--- src/rtl/dff_pipe_set_en.sv ---
// Purpose : DEPTH-stage valid/ready register pipeline with bubble collapse, sync flush and
//           data registers preset to SET_VALUE on reset.
// Latency : DEPTH cycles from input transfer to out_valid when empty; 1 transfer/cycle when full.
// Backpr. : out_ready low stalls the out stage; upstream entries still collapse into empty stages.
module dff_pipe_set_en #(
    parameter int unsigned      WIDTH     = 32,
    parameter int unsigned      DEPTH     = 2,
    parameter logic [WIDTH-1:0] SET_VALUE = {WIDTH{1'b1}}
) (
    input  logic                         clk,
    input  logic                         rst,
    input  logic                         flush,
    input  logic                         in_valid,
    output logic                         in_ready,
    input  logic [WIDTH-1:0]             in_data,
    output logic                         out_valid,
    input  logic                         out_ready,
    output logic [WIDTH-1:0]             out_data,
    output logic [$clog2(DEPTH+1)-1:0]   occupancy
);

    localparam int unsigned OCC_W = $clog2(DEPTH + 1);

    // Per-stage state: valid bit and data register.
    logic [DEPTH-1:0] r_v;
    logic [WIDTH-1:0] r_d [DEPTH];
    logic [OCC_W-1:0] r_occ;

    // Per-stage combinational controls.
    logic [DEPTH-1:0] w_rdy;      // stage can take a new entry this cycle
    logic [DEPTH-1:0] w_ld;       // stage loads (data enable)
    logic [DEPTH-1:0] w_drain;    // stage hands its entry onward
    logic [DEPTH-1:0] w_v_nxt;
    logic [WIDTH-1:0] w_nxt_d [DEPTH];
    logic [OCC_W-1:0] w_occ_nxt;
    logic             w_in_xfer;
    logic             w_out_xfer;

    // Flush blocks acceptance so no entry is taken in the same cycle the pipe is cleared.
    assign in_ready   = w_rdy[0] & ~flush;
    assign w_in_xfer  = in_valid & in_ready;
    assign w_out_xfer = r_v[DEPTH-1] & out_ready & ~flush;

    assign out_valid  = r_v[DEPTH-1];
    assign out_data   = r_d[DEPTH-1];
    assign occupancy  = r_occ;

    for (genvar g = 0; g < DEPTH; g++) begin : g_stage
        // Readiness ripples back from the output: a stage is free if empty or if it is moving on.
        if (g == DEPTH - 1) begin : g_last
            assign w_rdy[g]   = ~r_v[g] | out_ready;
            assign w_drain[g] = r_v[g] & out_ready;
        end else begin : g_mid
            assign w_rdy[g]   = ~r_v[g] | w_rdy[g+1];
            assign w_drain[g] = r_v[g] & w_rdy[g+1];
        end

        // Stage 0 fills from the input port, later stages from their predecessor.
        if (g == 0) begin : g_first
            assign w_ld[g]    = w_in_xfer;
            assign w_nxt_d[g] = in_data;
        end else begin : g_follow
            assign w_ld[g]    = r_v[g-1] & w_rdy[g] & ~flush;
            assign w_nxt_d[g] = r_d[g-1];
        end

        // A refill wins over a drain; flush clears regardless.
        assign w_v_nxt[g] = ~flush & (w_ld[g] | (r_v[g] & ~w_drain[g]));
    end

    // Occupancy tracks transfers rather than re-counting valid bits every cycle.
    always_comb begin
        w_occ_nxt = r_occ;
        if (flush) begin
            w_occ_nxt = '0;
        end else if (w_in_xfer && !w_out_xfer) begin
            w_occ_nxt = r_occ + OCC_W'(1);
        end else if (!w_in_xfer && w_out_xfer) begin
            w_occ_nxt = r_occ - OCC_W'(1);
        end
    end

    // Valid bits and occupancy: cleared immediately by reset.
    always_ff @(posedge clk or posedge rst) begin
        if (rst) begin
            r_v   <= '0;
            r_occ <= '0;
        end else begin
            r_v   <= w_v_nxt;
            r_occ <= w_occ_nxt;
        end
    end

    // Data registers: preset on reset, otherwise written only when their stage loads.
    always_ff @(posedge clk or posedge rst) begin
        if (rst) begin
            for (int s = 0; s < DEPTH; s++) begin
                r_d[s] <= SET_VALUE;
            end
        end else begin
            for (int s = 0; s < DEPTH; s++) begin
                if (w_ld[s]) begin
                    r_d[s] <= w_nxt_d[s];
                end
            end
        end
    end

    // The transfer-based count must always agree with the valid bits and stay within DEPTH.
    a_occ_match: assert property (@(posedge clk) disable iff (rst)
        int'(r_occ) == $countones(r_v));
    a_occ_bound: assert property (@(posedge clk) disable iff (rst)
        int'(r_occ) <= int'(DEPTH));

endmodule

--- config.mk ---
export PLATFORM = sky130hd
export DESIGN_NAME = dff_pipe_set_en
export DESIGN_NICKNAME = d
export VERILOG_FILES = /design/src/rtl/dff_pipe_set_en.sv
export SDC_FILE = /design/constraint.sdc
export NUM_CORES = 1
export LEC_CHECK = 0
export CORE_MARGIN = 4
export CORE_UTILIZATION = 40
export CTS_CLUSTER_SIZE = 8
export DETAILED_ROUTE_END_ITERATION = 16
export PLACE_DENSITY = 0.67
export SLEW_MARGIN = 20
export SYNTH_ARGS = -nofsm -noshare
export SYNTH_HDL_FRONTEND = slang
export SYNTH_SLANG_ARGS = --single-unit
--- constraint.sdc ---
create_clock -name clk -period 3.95 [get_ports clk]
set_input_delay 0.5925 -clock clk [delete_from_list [all_inputs] [get_ports clk]]
set_output_delay 0.5925 -clock clk [all_outputs]
set_load 0.02 [all_outputs]
==> results by group <==
Status
  – Status: complete, no violations

CTS
  – Post-CTS setup buffers: 0
  – Htree depth: 3
  – CTS tree: done
  – Post-CTS sizing: 0
  – CTS Buffer Depth: 2
  – Clk Latency, worst-skew pair: 0.33 ns
  – # hold bufs at CTS: 0
  – Clk root buf: clkbuf_8
  – Clock slew at reported path FFs: approximately 0.070 ns
  – CTS Buf Count: 9
  – Clk sinks: 68

Global route
  – Routing usage on met2: 18.1%
  – Largest net degree at the start of global routing: 42
  – Global Route Usage Sum: 12.5%
  – Vias in the first global route: 1742
  – Global-route wire length before repair: 8650 µm
  – Initial antenna violation count: 0
  – Grt met3 use: about 4.6%
  – Gr ovfl total: 0
  – Busiest grt layer: met2
  – Met1 GRT Util: between 10% and 20%

Final layout
  – Area of the multi-input gates: 961 µm²
  – Nets@finish: 279
  – # fillers: about 630
  – Ant diodes: 0
  – Reg area: ~0.0018 mm²
  – Share of cells above drive strength 1: 60.3%
  – Post-layout instance area: 0.00383 mm²
  – P&R area growth vs syn: 24.4%

Route
  – Post-Route WL: roughly 5200 µm
  – DRC: 0
  – Via Count: 1566
  – Antenna Nets Post-Route: 0
  – First-pass DRT Iterations: 4
  – DR iter-0 viols: 15
  – DR vias/cell: around 4.5
  – Routed len/inst: 15.1 µm

Synth
  – Avg Cell Area, Syn: about 16 µm²
  – Most common cell in the netlist: dfstp_2
  – Post-synthesis register bit count: 68
  – Yosys cell types: 24
  – EDFF count, synth: 0
  – Yosys top cell area share: 54.7%
  – Synth Instances: 194
  – Synthesized cell area: between 0.003 and 0.004 mm²
  – Synthesis warning total: 0
  – Top cells by count, synth: 64 x dfstp_2, 35 x mux2_2, 32 x buf_4
  – Post-Syn Nets: between 200 and 250
  – Area leader, netlist: dfstp_2
  – Main area contributors after synthesis: dfstp_2 55%, mux2_4 14%, mux2_2 13%
  – Main synth FF type: dfstp_2
  – Async SR Flop Fraction: 100%
  – Sequential area share after synthesis: between 50 and 60%

Worst setup path
  – Startpoint types: input port
  – Critical Path End Type: primary output
  – Data required, critical path: 3.36 ns
  – CP Class: input port to primary output
  – Reg2reg start: r_v[1]$_DFF_PP0_
  – Reg2reg path depth: 4
  – Critical path fanouts, max: 6
  – Worst reg2reg endpoint: r_d[58]$_DFFE_PP1N_
  – CP arrival: 2.10 ns
  – Worst reg2reg setup slack: 1.77 ns

Timing
  – Measured slew at the worst slew-check pin: 0.810 ns
  – Fin worst setup slack: 1.26 ns
  – Final setup viols: 0
  – WHS: ~0.57 ns
  – Fmax: 372 MHz
  – Final hold viol count: 0
  – Rel. slew slack: around 46%
  – Period Utilization, post-route: between 60% and 70%
  – Skew final: ~0.0078 ns
  – Fin crit period: 2.69 ns
  – RSZ-0062 raised after global routing: false
  – Setup_tns: 0 ns
  – Slew Limit Fails: 0

Floorplanning
  – Die Y-Extent: between 90 and 100 µm
  – Die area: 0.00916 mm²
  – Core area: 0.00737 mm²
  – Width of the die: 95.7 µm
  – Rows: 31
  – Initial Utilization: 41.7%
  – Top Ports: 73

Power
  – Overall Power: approximately 2.2 mW
  – P_leak: ~1.6 nW
  – Worst-case vdd ir drop: between 0.2 and 0.25 mV
  – Pwr dens: between 500 and 600 mW/mm²

Placed design
  – Final GP Congestion: between 0.7 and 0.8
  – Pre-CTS WS: roughly 1.0 ns
  – Post-DP HPWL: 3620 µm
  – Port Buffers: 72
  – Placed Area: about 0.0036 mm²

Worst hold path
  – Min-Delay Startpoint: r_v[0]$_DFF_PP0_
  – Hold Path Cell Cnt: 2
  – Hold Path End: r_v[1]$_DFF_PP0_
  – Worst min path class: flop to flop

Flow run
  – Maxcap violations: 0
where the power goes:
part	total [mW]	internal, mW	leakage, nW	switching (mW)
Clock	0.575	0.324	0.102	0.250
Sequential	1.05	0.962	0.725	0.0837
Combinational	0.614	0.358	0.756	0.256
state kept, by name, summed over array words and instances (netlist names):
register and cells:
r_d 32, r_v 2, occupancy 2, out_data 32
critical path: stages:
cell	delay, ns
clkdlybuf4s50_1	0.57
and3b_1	0.23
nor2_1	0.09
clkdlybuf4s50_1	0.61
kinds of logic after synthesis:
logic type             synth area share, %
flip-flops                            57.9
AND/OR/NAND/NOR                       2.81
multiplexers                          27.0
XOR/XNOR                             0.285
AO/OA/AOI/OAI                         1.18
buffers and inverters                 10.9
layout make-up:
cell class              instances  share of cell area [%]
flip-flops and latches         68                    46.6
inverters                       2                   0.196
repair buffers                 76                    19.6
multi-input cells              85                    25.1
well taps                      99                    3.24
clock buffers                  12                    4.05
clock inverters                 4                    1.24
metal layers:
metal,wire [µm],share of wire (%)
met1,2550,49
met2,2260,43
met3,366,7.0
met4,55,1.1
met5,0,0
metrics by stage:
| stage | instances | utilization [%] |
|---|---|---|
| 2_1_floorplan | 194 | - |
| 3_3_place_gp | 330 | 49.2 |
| 3_5_place_dp | 330 | 49.2 |
| 4_1_cts | 346 | 51.9 |
| 5_1_grt | 346 | 51.9 |
| 6_report | 346 | 51.9 |
placed cells by master (no fill, tap or decap), types with 2 or more instances in the layout:
cell type	n
clkdlybuf4s50_1	72
dfstp_2	64
mux2_2	35
mux2_4	29
clkbuf_8	11
nor2_1	4
dfrtp_1	4
buf_4	4
a21oi_1	3
nand3b_1	2
clkinv_2	2
worst max path at each step:
stage | startpoint | to | depth (start not counted)
floorplan | rst | occupancy[0]$_DFFE_PP0P_ | 1
global placement | out_ready | r_d[36]$_DFFE_PP1N_ | 5
detailed placement | out_ready | r_d[35]$_DFFE_PP1N_ | 5
CTS | out_ready | in_ready | 4
global route | out_ready | in_ready | 4
finish | out_ready | in_ready | 4
No activity file was read; power rests on OpenSTA's default activity.
